==> config.mk <==
export PLATFORM = sky130hd
export DESIGN_NAME = seq_det_sched_flat
export DESIGN_NICKNAME = d
export VERILOG_FILES = /design/src/rtl/seq_det_sched_if.sv /design/src/rtl/seq_det_sched.sv /design/src/flat_wrapper.sv
export SDC_FILE = /design/constraint.sdc
export NUM_CORES = 1
export LEC_CHECK = 0
export ABC_AREA = 1
export ABC_CLOCK_PERIOD_IN_PS = 2000
export CAP_MARGIN = 30
export CORE_MARGIN = 4
export CORE_UTILIZATION = 51
export CTS_CLUSTER_SIZE = 28
export DETAILED_ROUTE_END_ITERATION = 8
export PLACE_DENSITY_LB_ADDON = 0.12
export SLEW_MARGIN = 25
export SYNTH_ARGS = -nofsm -noshare
export SYNTH_HDL_FRONTEND = slang
export SYNTH_SLANG_ARGS = --single-unit
==> constraint.sdc <==
create_clock -name clk -period 2 [get_ports clk]
set_clock_uncertainty 0.05 [all_clocks]
set_input_delay 0.4 -clock clk [delete_from_list [all_inputs] [get_ports clk]]
set_output_delay 0.4 -clock clk [all_outputs]
set_load 0.005 [all_outputs]
==> src/rtl/seq_det_sched_if.sv <==
// seq_det_sched_if: request, stream and detector signals of seq_det_sched
// Ports (signals):
//   req, frame_len, bit_valid, bit_in, abort   requester side into the scheduler
//   bit_ready, gnt                             per-requester handshake back
//   det_clr, det_en, det_bit / det_match       shared external 1011 detector
//   done, done_id, done_cnt, done_abort        frame-complete report
interface seq_det_sched_if #(
    parameter int NREQ  = 4,
    parameter int LEN_W = 8,
    parameter int CNT_W = 8
);
    localparam int IDW = (NREQ > 1) ? $clog2(NREQ) : 1;
    logic [NREQ-1:0]  req, bit_valid, bit_in, bit_ready, gnt;
    logic [LEN_W-1:0] frame_len;
    logic             abort, det_clr, det_en, det_bit, det_match;
    logic             done, done_abort;
    logic [IDW-1:0]   done_id;
    logic [CNT_W-1:0] done_cnt;
    modport master (
        output req, frame_len, bit_valid, bit_in, abort, det_match,
        input  bit_ready, gnt, det_clr, det_en, det_bit, done, done_id, done_cnt, done_abort
    );
    modport slave (
        input  req, frame_len, bit_valid, bit_in, abort, det_match,
        output bit_ready, gnt, det_clr, det_en, det_bit, done, done_id, done_cnt, done_abort
    );
endinterface

==> src/rtl/seq_det_sched.sv <==
// seq_det_sched: round-robin scheduler sharing one 1011 detector among NREQ bit streams
// Ports:
//   clk    rising-edge clock
//   rst_n  asynchronous active-low reset
//   bus    seq_det_sched_if.slave (requests, stream handshake, detector control, done report)
module seq_det_sched #(
    parameter int NREQ  = 4,
    parameter int LEN_W = 8,
    parameter int CNT_W = 8
) (
    input logic             clk,
    input logic             rst_n,
    seq_det_sched_if.slave  bus
);
    localparam int IDW = (NREQ > 1) ? $clog2(NREQ) : 1;

    typedef enum logic [1:0] {IDLE, FLUSH, RUN, DONE} state_t;

    state_t           r_state, w_next;
    logic [NREQ-1:0]  r_gnt;
    logic [IDW-1:0]   r_gid, r_ptr, w_win;
    logic [LEN_W-1:0] r_rem;
    logic [CNT_W-1:0] r_cnt;
    logic             r_abort, w_found, w_xfer, w_last;

    assign w_xfer = (r_state == RUN) && bus.bit_valid[r_gid];
    assign w_last = w_xfer && (r_rem == LEN_W'(1));

    assign bus.gnt        = r_gnt;
    assign bus.bit_ready  = (r_state == RUN) ? r_gnt : '0;
    assign bus.det_clr    = (r_state == FLUSH);
    assign bus.det_en     = w_xfer;
    assign bus.det_bit    = w_xfer && bus.bit_in[r_gid];
    assign bus.done       = (r_state == DONE);
    assign bus.done_id    = (r_state == DONE) ? r_gid : '0;
    assign bus.done_cnt   = (r_state == DONE) ? r_cnt : '0;
    assign bus.done_abort = (r_state == DONE) && r_abort;

    // First requester at or after r_ptr, wrapping around
    always_comb begin
        w_found = 1'b0;
        w_win   = '0;
        for (int k = 0; k < NREQ; k++) begin
            if (!w_found && bus.req[(int'(r_ptr) + k) % NREQ]) begin
                w_found = 1'b1;
                w_win   = IDW'((int'(r_ptr) + k) % NREQ);
            end
        end
    end

    always_ff @(posedge clk or negedge rst_n) begin
        if (!rst_n) r_state <= IDLE;
        else        r_state <= w_next;
    end

    always_comb begin
        w_next = r_state;
        case (r_state)
            IDLE:    if (w_found) w_next = FLUSH;
            FLUSH:   w_next = (bus.frame_len == '0) ? DONE : RUN;
            RUN:     if (w_last || bus.abort) w_next = DONE;
            DONE:    w_next = IDLE;
            default: w_next = IDLE;
        endcase
    end

    always_ff @(posedge clk or negedge rst_n) begin
        if (!rst_n) begin
            r_gnt   <= '0;
            r_gid   <= '0;
            r_ptr   <= '0;
            r_rem   <= '0;
            r_cnt   <= '0;
            r_abort <= 1'b0;
        end else begin
            case (r_state)
                IDLE: if (w_found) begin
                    r_gnt <= NREQ'(1) << w_win;
                    r_gid <= w_win;
                    r_ptr <= (w_win == IDW'(NREQ - 1)) ? '0 : w_win + IDW'(1);
                end
                FLUSH: begin
                    r_rem   <= bus.frame_len;
                    r_cnt   <= '0;
                    r_abort <= 1'b0;
                end
                RUN: begin
                    if (w_xfer) r_rem <= r_rem - LEN_W'(1);
                    // a transfer in the abort cycle still counts its match
                    if (w_xfer && bus.det_match && !(&r_cnt)) r_cnt <= r_cnt + CNT_W'(1);
                    r_abort <= bus.abort;
                end
                DONE:    r_gnt <= '0;
                default: r_gnt <= '0;
            endcase
        end
    end
endmodule

==> src/flat_wrapper.sv <==
// flat-port wrapper written by rule: the top's interface ports become plain ports
module seq_det_sched_flat 
#(
    parameter int NREQ  = 4,
    parameter int LEN_W = 8,
    parameter int CNT_W = 8
)
  (clk, rst_n, bus_req, bus_frame_len, bus_bit_valid, bus_bit_in, bus_abort, bus_det_match, bus_bit_ready, bus_gnt, bus_det_clr, bus_det_en, bus_det_bit, bus_done, bus_done_id, bus_done_cnt, bus_done_abort);
  seq_det_sched_if #(.NREQ(NREQ), .LEN_W(LEN_W), .CNT_W(CNT_W)) bus_i ();
  input logic clk;
  input logic rst_n;
  input wire logic [$bits(bus_i.req)-1:0] bus_req;
  input wire logic [$bits(bus_i.frame_len)-1:0] bus_frame_len;
  input wire logic [$bits(bus_i.bit_valid)-1:0] bus_bit_valid;
  input wire logic [$bits(bus_i.bit_in)-1:0] bus_bit_in;
  input wire logic [$bits(bus_i.abort)-1:0] bus_abort;
  input wire logic [$bits(bus_i.det_match)-1:0] bus_det_match;
  output wire logic [$bits(bus_i.bit_ready)-1:0] bus_bit_ready;
  output wire logic [$bits(bus_i.gnt)-1:0] bus_gnt;
  output wire logic [$bits(bus_i.det_clr)-1:0] bus_det_clr;
  output wire logic [$bits(bus_i.det_en)-1:0] bus_det_en;
  output wire logic [$bits(bus_i.det_bit)-1:0] bus_det_bit;
  output wire logic [$bits(bus_i.done)-1:0] bus_done;
  output wire logic [$bits(bus_i.done_id)-1:0] bus_done_id;
  output wire logic [$bits(bus_i.done_cnt)-1:0] bus_done_cnt;
  output wire logic [$bits(bus_i.done_abort)-1:0] bus_done_abort;
  assign bus_i.req = bus_req;
  assign bus_i.frame_len = bus_frame_len;
  assign bus_i.bit_valid = bus_bit_valid;
  assign bus_i.bit_in = bus_bit_in;
  assign bus_i.abort = bus_abort;
  assign bus_i.det_match = bus_det_match;
  assign bus_bit_ready = bus_i.bit_ready;
  assign bus_gnt = bus_i.gnt;
  assign bus_det_clr = bus_i.det_clr;
  assign bus_det_en = bus_i.det_en;
  assign bus_det_bit = bus_i.det_bit;
  assign bus_done = bus_i.done;
  assign bus_done_id = bus_i.done_id;
  assign bus_done_cnt = bus_i.done_cnt;
  assign bus_done_abort = bus_i.done_abort;
  seq_det_sched #(.NREQ(NREQ), .LEN_W(LEN_W), .CNT_W(CNT_W)) u_core (.clk(clk), .rst_n(rst_n), .bus(bus_i));
endmodule
==> Word-level counts from Yosys, hierarchy flattened <==
Cells that the tools add are included.
{ "totals": {"ff_bits": 27, "output_inout_bits": 23} }
{ "classes": {"n_addsub": 6, "n_lt_le_gt_ge": 5, "eq_ne": 9, "n_shift": 1, "n_mux": 38, "bitwise": 3, "n_reduce_logical": 27} }
{ "op_table": {"columns": ["operator", "n"], "rows": [
  ["8-bit case mux with 2 select lines", 2],
  ["8-bit 2-to-1 mux", 3],
  ["2-bit 2-to-1 mux", 8],
  ["1-bit 2-to-1 mux", 14],
  ["1-bit binary-select mux with 2-bit select", 6],
  ["3-bit by 4-bit less-than comparator with 1-bit output (second input constant)", 3],
  ["2-bit AND reduction", 5],
  ["1-bit logical AND", 9],
  ["8-bit by 1-bit adder with 8-bit output (second input constant)", 1],
  ["8-bit by 1-bit equality test with 1-bit output (second input constant)", 1],
  ["8-bit zero test", 1],
  ["4-bit 2-to-1 mux", 2],
  ["2-bit case mux with 4 select lines", 1],
  ["4-bit case mux with 2 select lines", 1],
  ["8-bit AND reduction", 1],
  ["8-bit by 1-bit subtractor with 8-bit output (second input constant)", 1],
  ["2-bit equality test (second input constant)", 3],
  ["2-bit by 3-bit less-than comparator with 1-bit output (second input constant)", 2],
  ["2-bit OR reduction", 3],
  ["2-bit by 1-bit adder with 2-bit output (second input constant)", 2],
  ["2-bit adder (second input constant)", 2],
  ["1-bit zero test", 4],
  ["2-bit by 1-bit != test with 1-bit output (second input constant)", 2],
  ["2-bit != test (second input constant)", 2],
  ["7 further kinds", 10]
]} }

==> Longest topological paths before layout <==
Gate-level depths: netlist of run 1.
{ "logic_depth": {"word_depth": 17, "depth_mapped": 14, "mapped_depth_nobuf": 14} }

==> Worst setup path after synthesis of run 1 <==
OpenSTA, ideal clock, no wires.
{ "synth_timing": {"path_type": "reg2reg", "start": "register u_core.r_ptr[0]", "end": "register u_core.r_ptr[1]", "setup_time_ps": 74, "arrival_time_ps": 1637, "path_slack_ps": 239, "path_stages_with_launch": 12, "path_buffers": 1, "period_less_slack_ps": 1761, "path_cell_list": "dfrtp_1 -> buf_6 -> nand2_1 -> nand2_2 -> nand2_1 -> nand2_4 -> nor2_8 -> nand3_4 -> nand3_1 -> inv_1 -> ha_1 -> o21ai_2"} }
{ "synth_via": {"elab_chain_cells": 14, "elab_cells_between_ends": 32, "classes_between": "add/sub: 4; eq/ne: 1; mux: 20; reduce/logical: 7"} }
{ "synth_lines": {"columns": ["item", "line_no", "rtl"], "rows": [
  ["from (decl)", "seq_det_sched.sv:21", "logic [IDW-1:0] r_gid, r_ptr, w_win;"],
  ["from (signal assigned)", "seq_det_sched.sv:80", "r_ptr <= (w_win == IDW'(NREQ - 1)) ? '0 : w_win + IDW'(1);"],
  ["2-bit by 1-bit adder with 2-bit output / 1-bit binary-select mux with 2-bit select (equally long branches)", "seq_det_sched.sv:44, seq_det_sched.sv:46", null],
  ["1-bit binary-select mux with 2-bit select / 1-bit 2-to-1 mux (equally long branches)", "seq_det_sched.sv:44", "if (!w_found && bus.req[(int'(r_ptr) + k) % NREQ]) begin"],
  ["1-bit 2-to-1 mux (implied by the code)", "seq_det_sched.sv:44", null],
  ["1-bit 2-to-1 mux (implied by the code) / 1-bit zero test (equally long branches)", "seq_det_sched.sv:44", null],
  ["1-bit logical AND", "seq_det_sched.sv:44", null],
  ["1-bit 2-to-1 mux", "seq_det_sched.sv:44", null],
  ["1-bit zero test", "seq_det_sched.sv:44", null],
  ["1-bit logical AND", "seq_det_sched.sv:44", null],
  ["1-bit 2-to-1 mux", "seq_det_sched.sv:44", null],
  ["1-bit zero test", "seq_det_sched.sv:44", null],
  ["1-bit logical AND", "seq_det_sched.sv:44", null],
  ["2-bit 2-to-1 mux", "seq_det_sched.sv:44", null],
  ["2-bit by 1-bit adder with 2-bit output / 2-bit equality test (equally long branches)", "seq_det_sched.sv:80", null],
  ["2-bit 2-to-1 mux", "seq_det_sched.sv:80", null]
]} }
Several ways; a longest one is shown, not always the timed one. The select of a mux whose other input is x is not followed.
A chain may end at the register's enable or synchronous reset.

==> Worst setup path in the final report of run 1 <==
{ "layout_timing": {"start": "register u_core.r_state[1]", "end": "output bus_det_clr"} }
{ "layout_via": {"elab_chain_cells": 1} }
{ "layout_lines": {"columns": ["item", "line_no", "rtl"], "rows": [
  ["from (decl)", "seq_det_sched.sv:19", "state_t r_state, w_next;"],
  ["from (signal assigned)", "seq_det_sched.sv:53", "else r_state <= w_next;"],
  ["2-bit by 1-bit equality test with 1-bit output", "seq_det_sched.sv:31", "assign bus.det_clr = (r_state == FLUSH);"],
  ["to (decl)", "flat_wrapper.sv:20", "output wire logic [$bits(bus_i.det_clr)-1:0] bus_det_clr;"]
]} }
No other way between the ends.

==> flow_metrics.tcl, run 1 <==
set metrics [dict create \
    final_cell_mix "sky130_fd_sc_hd__nand2_1 (93), sky130_fd_sc_hd__inv_1 (44), sky130_fd_sc_hd__nand3_1 (32)" \
    end_kind "output port" \
    layout-drive-gt1-share 0.195 \
    groute.layer.met3.usage 0.0374 \
    crit_required_ns 1.55 \
    height_of_the_chip_um 72.6 \
    cts.reportedPaths.clkPinSlew_ns 0.09 \
    rsz0062_at_grt "true" \
    ys_ff_latch 27 \
    synth.avg_cell_area_um2 6.79 \
    synth_area_um2 2130 \
    setup_total_neg_slack_ns 0 \
    worst-setup-path-type "reg2out" \
    final_cell_count_no_fill 435 \
    grt_pass1_wl_um 9240 \
    synth_largest_area_cell "sky130_fd_sc_hd__dfrtp_1" \
    drt_drc_violations_left 0 \
    globalRoute.totalOverflow 0 \
    synth_cells 313 \
    clk_root_buffer_cell "sky130_fd_sc_hd__clkbuf_8" \
    leakage_power_total_nw 1.64 \
    tightestPinTransition_ns 0.435 \
    critical_path_fanouts_max 4 \
    die_area_um2 5260 \
    slew_headroom 0.710 \
    ys_types 30 \
    ir_drop_mv 1.01 \
    timing.hold.worst.class "in2async" \
    cp.arrival_ns 1.50 \
    grt-busiest-layer "met2" \
    cts_tree "done" \
    initial_utilization 0.528 \
    hold_slack_ns 0.444 \
    total_nets_after_synthesis 349 \
    port-buffer-count 46 \
    synth_area_in_compound_gates 0.0742 \
    routed_wl_um 5280 \
    fillerInstances 335 \
    finalWorstPathRequiredPeriod_ns 1.95 \
    grt_use_total 0.219 \
    coreArea_um2 4030 \
    floorplan.rows 23 \
    syn_to_final_growth_pct 37.3 \
    hold_viol 0 \
    routabilityCongestion 0.876 \
    global_route.usage.met1 0.266 \
    cts.path.max_buffers 2 \
    synth_top_area_share 0.318 \
    share_of_synthesized_area_occupied_by_flip_flops_and_latches 0.318 \
    power_density_nw_per_um2 1400 \
    synthXorXnorAreaFrac 0.0124 \
    drv_slew 0 \
    synthSimpleGateAreaFrac 0.416 \
    vias 2189 \
    cts.sink_count 27 \
    final_core_utilization 0.724 \
    synthAdderAreaFrac 0.0706 \
    start_kind "flip-flop" \
    yosys_warnings 0 \
    result_of_the_run "finished, final reports clean" \
    grt_pass1_vias 2134 \
    vias_per_cell 5.03 \
    min_period_over_period 0.974 \
    yosys-mux-area-fraction 0 \
    cts-buffers-inserted 3 \
    combinational_family_with_the_most_area_after_synthesis "simple AND/OR/NAND/NOR gates" \
    grt.met2_usage 0.403 \
    mostFrequentLayoutCell "sky130_fd_sc_hd__nand2_1" \
    cap_violations 0 \
    hpwl_um 4050 \
    maximum_number_of_pins_on_one_net_before_global_route_repair 28 \
    chipWidth_um 72.6 \
    cts_htree_levels 1 \
    floorplan.io_pins 47 \
    num_antenna_cells 0 \
    clock.fmax_ghz 0.513 \
    drt-initial-drc-count 126 \
    routedWlPerCell_um 12.1 \
    number_of_antenna_violating_nets_in_the_routed_design 0 \
    dp_cells 425 \
    clk_latency_ns 0.27 \
    number_of_antenna_violations_at_the_first_check_in_global_routing 0 \
    drtPass1Iterations 4 \
    ys_top_cells_by_area "sky130_fd_sc_hd__dfrtp_1 (32%), sky130_fd_sc_hd__nand2_1 (17%), sky130_fd_sc_hd__nand3_1 (8.5%)" \
    nets 422 \
    timing.final.setup_violations 0 \
]
## critical path: stages (launching register included)
cell,delay [ns]
sky130_fd_sc_hd__dfrtp_2,0.44
sky130_fd_sc_hd__inv_1,0.13
sky130_fd_sc_hd__ha_4,0.16
sky130_fd_sc_hd__clkdlybuf4s50_1,0.49
## Yosys cell counts (all sizes together)
master  instances
nor4            3
buf             3
or2             4
nand4          10
nand2         105
nand3          39
o22ai           2
o21ai          15
inv            52
ha             12
a31o            1
dfrtp          27
nor2           24
xor2            3
a21oi           5
clkbuf          3
o211ai          1
a31oi           4
## logic make-up (layout without fill, tap and decap cells)
| logic type | count (synthesis) | count (layout) |
|---|---|---|
| AND/OR/NAND/NOR | 185 | 185 |
| buffers and inverters | 58 | 130 |
| AO/OA/AOI/OAI | 28 | 28 |
| flip-flops | 27 | 27 |
| adder cells (fa/ha/maj) | 12 | 12 |
| XOR/XNOR | 3 | 3 |
## routing by layer
layer  up-vias  part of all wire  wire length (um)
met5         -                 0                 0
met4         0             0.010                55
met3         6             0.042               220
met2        38              0.52              2760
met1       999              0.43              2240
li1       1146                 -                 -
## where the power goes
part / internal (W) / switching (W)
Clock: 0.000143 / 0.000172
Sequential: 0.000751 / 0.000210
Combinational: 0.00123 / 0.00159
Total: 0.00212 / 0.00197
## what timing repair did
action | in CTS | in global routing
gates resized for setup | 26 | 15
hold buffers | 0 | 0
endpoints found under the setup margin | 20 | 11
pin swaps | 2 | 2
buffers inserted | 5 | 1
endpoints found under the hold margin | 0 | 0
## worst paths after layout
kind / startpoint / end / slack (ns) / cells past startpoint
worst min register to register: u_core.r_rem[7] / u_core.r_rem[7] / 0.48 / 2
min in group clk: u_core.r_rem[7] / u_core.r_rem[7] / 0.48 / 2
worst max register to register: u_core.r_ptr[0] / u_core.r_ptr[1] / 0.11 / 11
worst max-delay path: u_core.r_state[1] / bus_det_clr / 0.05 / 3
max in group asynchronous: rst_n / u_core.r_state[1] / 1.16 / 2
worst min-delay path: rst_n / u_core.r_rem[4] / 0.44 / 2
## state kept, by name, indices dropped and copies added, names as in the netlist
signal / count
u_core.r_cnt: 8
u_core.bus.gnt: 4
u_core.r_state: 2
u_core.r_abort: 1
u_core.r_rem: 8
u_core.r_gid: 2
u_core.r_ptr: 2
## cell type report
| cell class | count | area, um2 | share of cell area |
|---|---|---|---|
| clock buffer | 4 | 45.0 | 0.0154 |
| inverter | 52 | 200 | 0.0686 |
| multi-input combinational | 228 | 1270 | 0.434 |
| sequential | 27 | 678 | 0.232 |
| tap | 50 | 62.6 | 0.0214 |
| timing repair buffer | 74 | 664 | 0.228 |
## stage by stage
stage / instance area, um2 / worst slack [ns] / total power, W
2_1_floorplan: 2130 / 0.239 / 0.00266
3_3_place_gp: 2790 / -0.222 / 0.00353
3_5_place_dp: 2790 / -0.252 / 0.00359
4_1_cts: 2880 / 0.0125 / 0.00400
5_1_grt: 2920 / -0.0306 / 0.00452
6_report: 2920 / 0.0516 / 0.00409
Note: power is estimated with default switching activity, not from simulation.
==> run 2, diff against run 1 <==
- CORE_ASPECT_RATIO: unset -> 1.75
- GPL_ROUTABILITY_DRIVEN: unset -> 0
==> run 2 against run 1 <==
  * Flip-flop and latch count stayed put
  * Utilization is 3.0 points higher
  * Worst setup slack better by 0.0081 ns
  * Total power rose by 4.0%
==> flow_metrics.tcl, run 2 (synthesized netlist as in run 1, its figures left out) <==
set metrics [dict create \
    drtPass1Iterations 4 \
    cts_htree_levels 1 \
    chipWidth_um 56.8 \
    hold_slack_ns 0.448 \
    power_density_nw_per_um2 1430 \
    post-layout-total-power_w 0.00425 \
    layout-drive-gt1-share 0.207 \
    nets 423 \
    drt-initial-drc-count 63 \
    grt_pass1_vias 2142 \
    maximum_number_of_pins_on_one_net_before_global_route_repair 28 \
    clk_root_buffer_cell "sky130_fd_sc_hd__clkbuf_8" \
    routed_wl_um 5580 \
    crit_required_ns 1.55 \
    cts-buffers-inserted 3 \
    floorplan.rows 30 \
    worst-setup-path-type "reg2out" \
    vias_per_cell 5.24 \
    coreArea_um2 3940 \
    result_of_the_run "finished, final reports clean" \
    hold_viol 0 \
    routedWlPerCell_um 12.9 \
    cp_common_cell "sky130_fd_sc_hd__buf_6" \
    worst_path_max_delay_cell "sky130_fd_sc_hd__dfrtp_2" \
    floorplan.io_pins 47 \
    drt_drc_violations_left 0 \
    end_kind "output port" \
    critical_path.n_buffers_inverters 4 \
    drv_slew 0 \
    grt_pass1_wl_um 9150 \
    cts.sink_count 27 \
    min_period_over_period 0.970 \
    leakage_power_total_nw 1.69 \
    num_antenna_cells 0 \
    timing.final.setup_violations 0 \
    die_area_um2 5310 \
    start_kind "flip-flop" \
    hpwl_um 4250 \
    initial_utilization 0.539 \
    rsz0062_at_grt "false" \
    globalRoute.totalOverflow 0 \
    number_of_antenna_violating_nets_in_the_routed_design 0 \
    multi_input_area_um2 1290 \
    timing.hold.worst.class "in2async" \
    ir_drop_mv 1.16 \
    slew_headroom 0.703 \
    final-seq-area_um2 679 \
    mostFrequentLayoutCell "sky130_fd_sc_hd__nand2_1" \
    critical-path-top-delay-family "buffers and inverters" \
    clk_latency_ns 0.28 \
    dpl_worst_slack_ns -0.264 \
    final_cell_mix "sky130_fd_sc_hd__nand2_1 (91), sky130_fd_sc_hd__inv_1 (44), sky130_fd_sc_hd__nand3_1 (31)" \
    finalWorstPathRequiredPeriod_ns 1.94 \
    fin_ws_ns 0.0597 \
    critical_path_fanouts_max 5 \
    height_of_the_chip_um 93.4 \
    worstRegToRegCells 11 \
    number_of_antenna_violations_at_the_first_check_in_global_routing 0 \
    critical_path_cell_count 6 \
    tightestPinTransition_ns 0.445 \
    syn_to_final_growth_pct 39.8 \
    grt_use_total 0.212 \
    cts.reportedPaths.clkPinSlew_ns 0.10 \
    cts.path.max_buffers 2 \
    cts_hold_repair.buffers 0 \
    cp.arrival_ns 1.49 \
    cts_tree "done" \
    clock.fmax_ghz 0.515 \
    critical_path.cell_chain "buf_6 -> ha_4 -> buf_6 -> nand2_1 -> inv_1 -> dlygate4sd2_1" \
    crit_path_max_incr_delay_ns 0.45 \
    port-buffer-count 46 \
    fillerInstances 324 \
    vias 2276 \
    cap_violations 0 \
]
-- run 2: changes by cell type in the layout (fill, tap and decap cells not counted), moves of 2 or more --
cell	before	now
sky130_fd_sc_hd__buf_4	25	23
sky130_fd_sc_hd__buf_6	2	5
sky130_fd_sc_hd__clkbuf_2	2	0
sky130_fd_sc_hd__clkdlybuf4s50_1	28	26
sky130_fd_sc_hd__dlymetal6s2s_1	1	3
sky130_fd_sc_hd__nand2_1	93	91
-- run 2: final timing paths --
path | start | end | slack (ns)
setup / recovery | u_core.r_state[1] | bus_bit_ready[0] | 0.06
hold / removal | rst_n | u_core.r_rem[1] | 0.45
setup reg to reg | u_core.r_ptr[0] | u_core.r_ptr[1] | 0.12
hold reg to reg | u_core.r_rem[7] | u_core.r_rem[7] | 0.48
max in group asynchronous | rst_n | u_core.r_state[1] | 1.15
min in group clk | u_core.r_rem[7] | u_core.r_rem[7] | 0.48
-- run 2: routing by layer --
layer	GRT usage	routed length, um	share of wire	up-vias
li1	-	-	-	1143
met1	0.211	2100	0.38	1065
met2	0.424	3160	0.57	56
met3	0.0276	208	0.037	12
met4	0.0870	114	0.020	0
met5	0	0	0	-
-- run 2: through the flow --
step | instance area [um2] | instances | setup TNS, ns | util
6_report | 2970 | 434 | 0 | 0.754
5_1_grt | 2970 | 434 | 0 | 0.754
4_1_cts | 2900 | 432 | -0.0233 | 0.736
3_5_place_dp | 2780 | 422 | -1.94 | 0.706
3_3_place_gp | 2780 | 422 | -1.49 | 0.706
2_1_floorplan | 2130 | 313 | 0 | -
-- run 2: cell type report --
class / instances / area share
timing repair buffer: 75 / 0.233
tap: 48 / 0.0202
multi-input combinational: 228 / 0.436
inverter: 52 / 0.0674
sequential: 27 / 0.229
clock buffer: 4 / 0.0152
-- run 2: timing repair --
| item | 4_1_cts | 5_1_grt |
|---|---|---|
| gates resized for setup | 29 | 23 |
| setup buffers | 6 | 2 |
| setup endpoints to repair | 19 | 14 |
| pin swaps | 2 | 2 |
-- run 2: power breakdown --
part	leakage, nW	internal (W)	switching, W	total [W]
Clock	0.0228	0.000143	0.000179	0.000323
Combinational	1.32	0.00130	0.00167	0.00297
Sequential	0.341	0.000753	0.000205	0.000958
-- run 2: worst reg2reg max path: stages (launching register included) --
cell	delay [ns]
sky130_fd_sc_hd__dfrtp_2	0.48
sky130_fd_sc_hd__buf_12	0.16
sky130_fd_sc_hd__nand2_1	0.08
sky130_fd_sc_hd__nand2_2	0.07
sky130_fd_sc_hd__nand2_1	0.10
sky130_fd_sc_hd__nand2_4	0.07
sky130_fd_sc_hd__nor2_8	0.11
sky130_fd_sc_hd__nand3_1	0.10
sky130_fd_sc_hd__nand3_2	0.11
sky130_fd_sc_hd__inv_1	0.06
sky130_fd_sc_hd__ha_1	0.31
sky130_fd_sc_hd__o21ai_2	0.13
==> run 3, diff against run 2 <==
- ABC_CLOCK_PERIOD_IN_PS: 2000 -> 2200
- clock period: 2 -> 2.2 ns (I/O delays scaled with it)
==> run 3 against run 2 <==
  * First-iteration DRC count shrank 19%
  * Worst setup slack gained 0.019 ns
  * Wire length is 4.3% lower
  * Global-route usage fell by 1.2 points
  * Highest routed layer unchanged
  * Combinational power decreased by 19%
  * Utilization fell by 3.6 points
  * Sequential share of layout area up 1.1 points
  * Sequential power shrank 8.1%
  * Clock power fell by 11%
  * Count of clock-buffer cells in the layout unchanged
  * Total power decreased by 16%
==> flow_metrics.tcl, run 3 (synthesized netlist as in run 1, its figures left out) <==
set metrics [dict create \
    globalRoute.totalOverflow 0 \
    grt_use_total 0.200 \
    chipWidth_um 56.8 \
    cts.path.max_buffers 2 \
    drt-initial-drc-count 51 \
    power_density_nw_per_um2 1260 \
    worstSetupStartpoint "u_core.r_state[0]" \
    hold_slack_ns 0.481 \
    number_of_antenna_violating_nets_in_the_routed_design 0 \
    timing.hold.worst.class "reg2reg" \
    mostFrequentLayoutCell "sky130_fd_sc_hd__nand2_1" \
    floorplan.io_pins 47 \
    min_delay_path_depth 2 \
    vias_per_cell 5.16 \
    hpwl_um 4270 \
    clk_root_buffer_cell "sky130_fd_sc_hd__clkbuf_8" \
    leakage_power_total_nw 1.60 \
    cts-buffers-inserted 3 \
    cts_tree "done" \
    grt_pass1_vias 2067 \
    slew_headroom 0.708 \
    r2r-start "u_core.r_ptr[0]" \
    min_period_over_period 0.964 \
    net-switching-power_w 0.00175 \
    tightestPinTransition_ns 0.438 \
    coreArea_um2 3940 \
    cts_htree_levels 1 \
    clock.fmax_ghz 0.471 \
    nets 411 \
    maximum_number_of_pins_on_one_net_before_global_route_repair 28 \
    critical_path_fanouts_max 9 \
    finalWorstPathRequiredPeriod_ns 2.12 \
    number_of_antenna_violations_at_the_first_check_in_global_routing 0 \
    netSwitchingFraction 0.489 \
    worst-setup-path-type "reg2out" \
    final_cell_mix "sky130_fd_sc_hd__nand2_1 (94), sky130_fd_sc_hd__inv_1 (47), sky130_fd_sc_hd__clkdlybuf4s50_1 (37)" \
    rsz0062_at_grt "false" \
    p_comb_frac 0.673 \
    share_of_total_power_in_sequential_cells 0.247 \
    start_kind "flip-flop" \
    cts_hold_repair.buffers 0 \
    result_of_the_run "finished, final reports clean" \
    vias 2177 \
    ir_drop_mv 1.10 \
    worst_r2r_endpoint "u_core.r_ptr[0]" \
    floorplan.rows 30 \
    die_area_um2 5310 \
    r2r_setup_slack_ns 0.21 \
    syn_to_final_growth_pct 33.1 \
    end_kind "output port" \
    height_of_the_chip_um 93.4 \
    crit_required_ns 1.71 \
    layout-drive-gt1-share 0.144 \
    hold_viol 0 \
    cts.reportedPaths.clkPinSlew_ns 0.09 \
    grt_pass1_wl_um 8650 \
    port-buffer-count 46 \
    num_antenna_cells 0 \
    timing.final.setup_violations 0 \
    drtPass1Iterations 4 \
    initial_utilization 0.539 \
    routed_wl_um 5340 \
    clock_power_share 0.080 \
    cap_violations 0 \
    cts.sink_count 27 \
    worstRegToRegCells 13 \
    drv_slew 0 \
    crit_end "bus_done" \
    cp.arrival_ns 1.63 \
    drt_drc_violations_left 0 \
    p_int_w 0.00182 \
    routedWlPerCell_um 12.6 \
    clk_latency_ns 0.27 \
    setup_total_neg_slack_ns 0 \
]
-- run 3: changes by cell type in the layout (fill, tap and decap cells not counted), sizes merged --
cell,change
buf,-13
dlygate4sd2,-12
clkdlybuf4s50,+11
dlymetal6s2s,+2
-- run 3: metal layers --
metal | wire length [um] | vias up | global-route usage
li1 | - | 1122 | -
met1 | 2080 | 1007 | 0.214
met2 | 3020 | 40 | 0.395
met3 | 157 | 8 | 0.0193
met4 | 83 | 0 | 0.0696
met5 | 0 | - | 0
-- run 3: repair_timing --
action,4_1_cts,5_1_grt
setup endpoints to repair,17,18
buffers inserted,0,3
gates resized for setup,11,9
pin swaps,1,0
hold endpoints to repair,0,0
-- run 3: worst min-delay path by stage --
stage                             end         startpoint  slack (ns)
floorplan           u_core.bus.gnt[0]              rst_n        0.09
global placement      u_core.r_rem[7]    u_core.r_rem[7]        0.44
detailed placement    u_core.r_rem[7]    u_core.r_rem[7]        0.46
CTS                   u_core.r_rem[7]    u_core.r_rem[7]        0.48
global route        u_core.bus.gnt[3]  u_core.bus.gnt[3]        0.52
finish              u_core.bus.gnt[2]  u_core.bus.gnt[2]        0.48
-- run 3: power by group through the flow --
stage	clock network, W	registers (W)	logic (W)
6_report	0.000287	0.000880	0.00240
3_3_place_gp	0	0.000864	0.00230
3_5_place_dp	0	0.000871	0.00236
4_1_cts	0.000292	0.000870	0.00238
2_1_floorplan	0	0.000819	0.00160
5_1_grt	0.000314	0.000907	0.00269
-- run 3: layout make-up --
cell class	count	area, um2
Tap cell	48	60.1
Inverter	52	198
Clock buffer	4	45.0
Fill cell	349	1110
Sequential cell	27	678
Multi-Input combinational cell	228	1240
Timing Repair Buffer	63	603
-- run 3: critical path, cell delays in order, from the launching register on --
cell and delay [ns]:
sky130_fd_sc_hd__dfrtp_1 0.40, sky130_fd_sc_hd__buf_6 0.14, sky130_fd_sc_hd__ha_4 0.19, sky130_fd_sc_hd__buf_6 0.13, sky130_fd_sc_hd__clkdlybuf4s50_1 0.49
-- run 3: per-stage QoR --
step / cells / total power, W / area (um2) / util / setup slack (ns)
after floorplan: 313 / 0.00242 / 2130 / - / 0.439
after global placement: 417 / 0.00317 / 2730 / 0.693 / -0.117
after detailed placement: 417 / 0.00323 / 2730 / 0.693 / -0.138
after CTS: 421 / 0.00354 / 2800 / 0.709 / 0.00221
after global routing: 422 / 0.00391 / 2830 / 0.718 / 0.0274
final: 422 / 0.00357 / 2830 / 0.718 / 0.0783
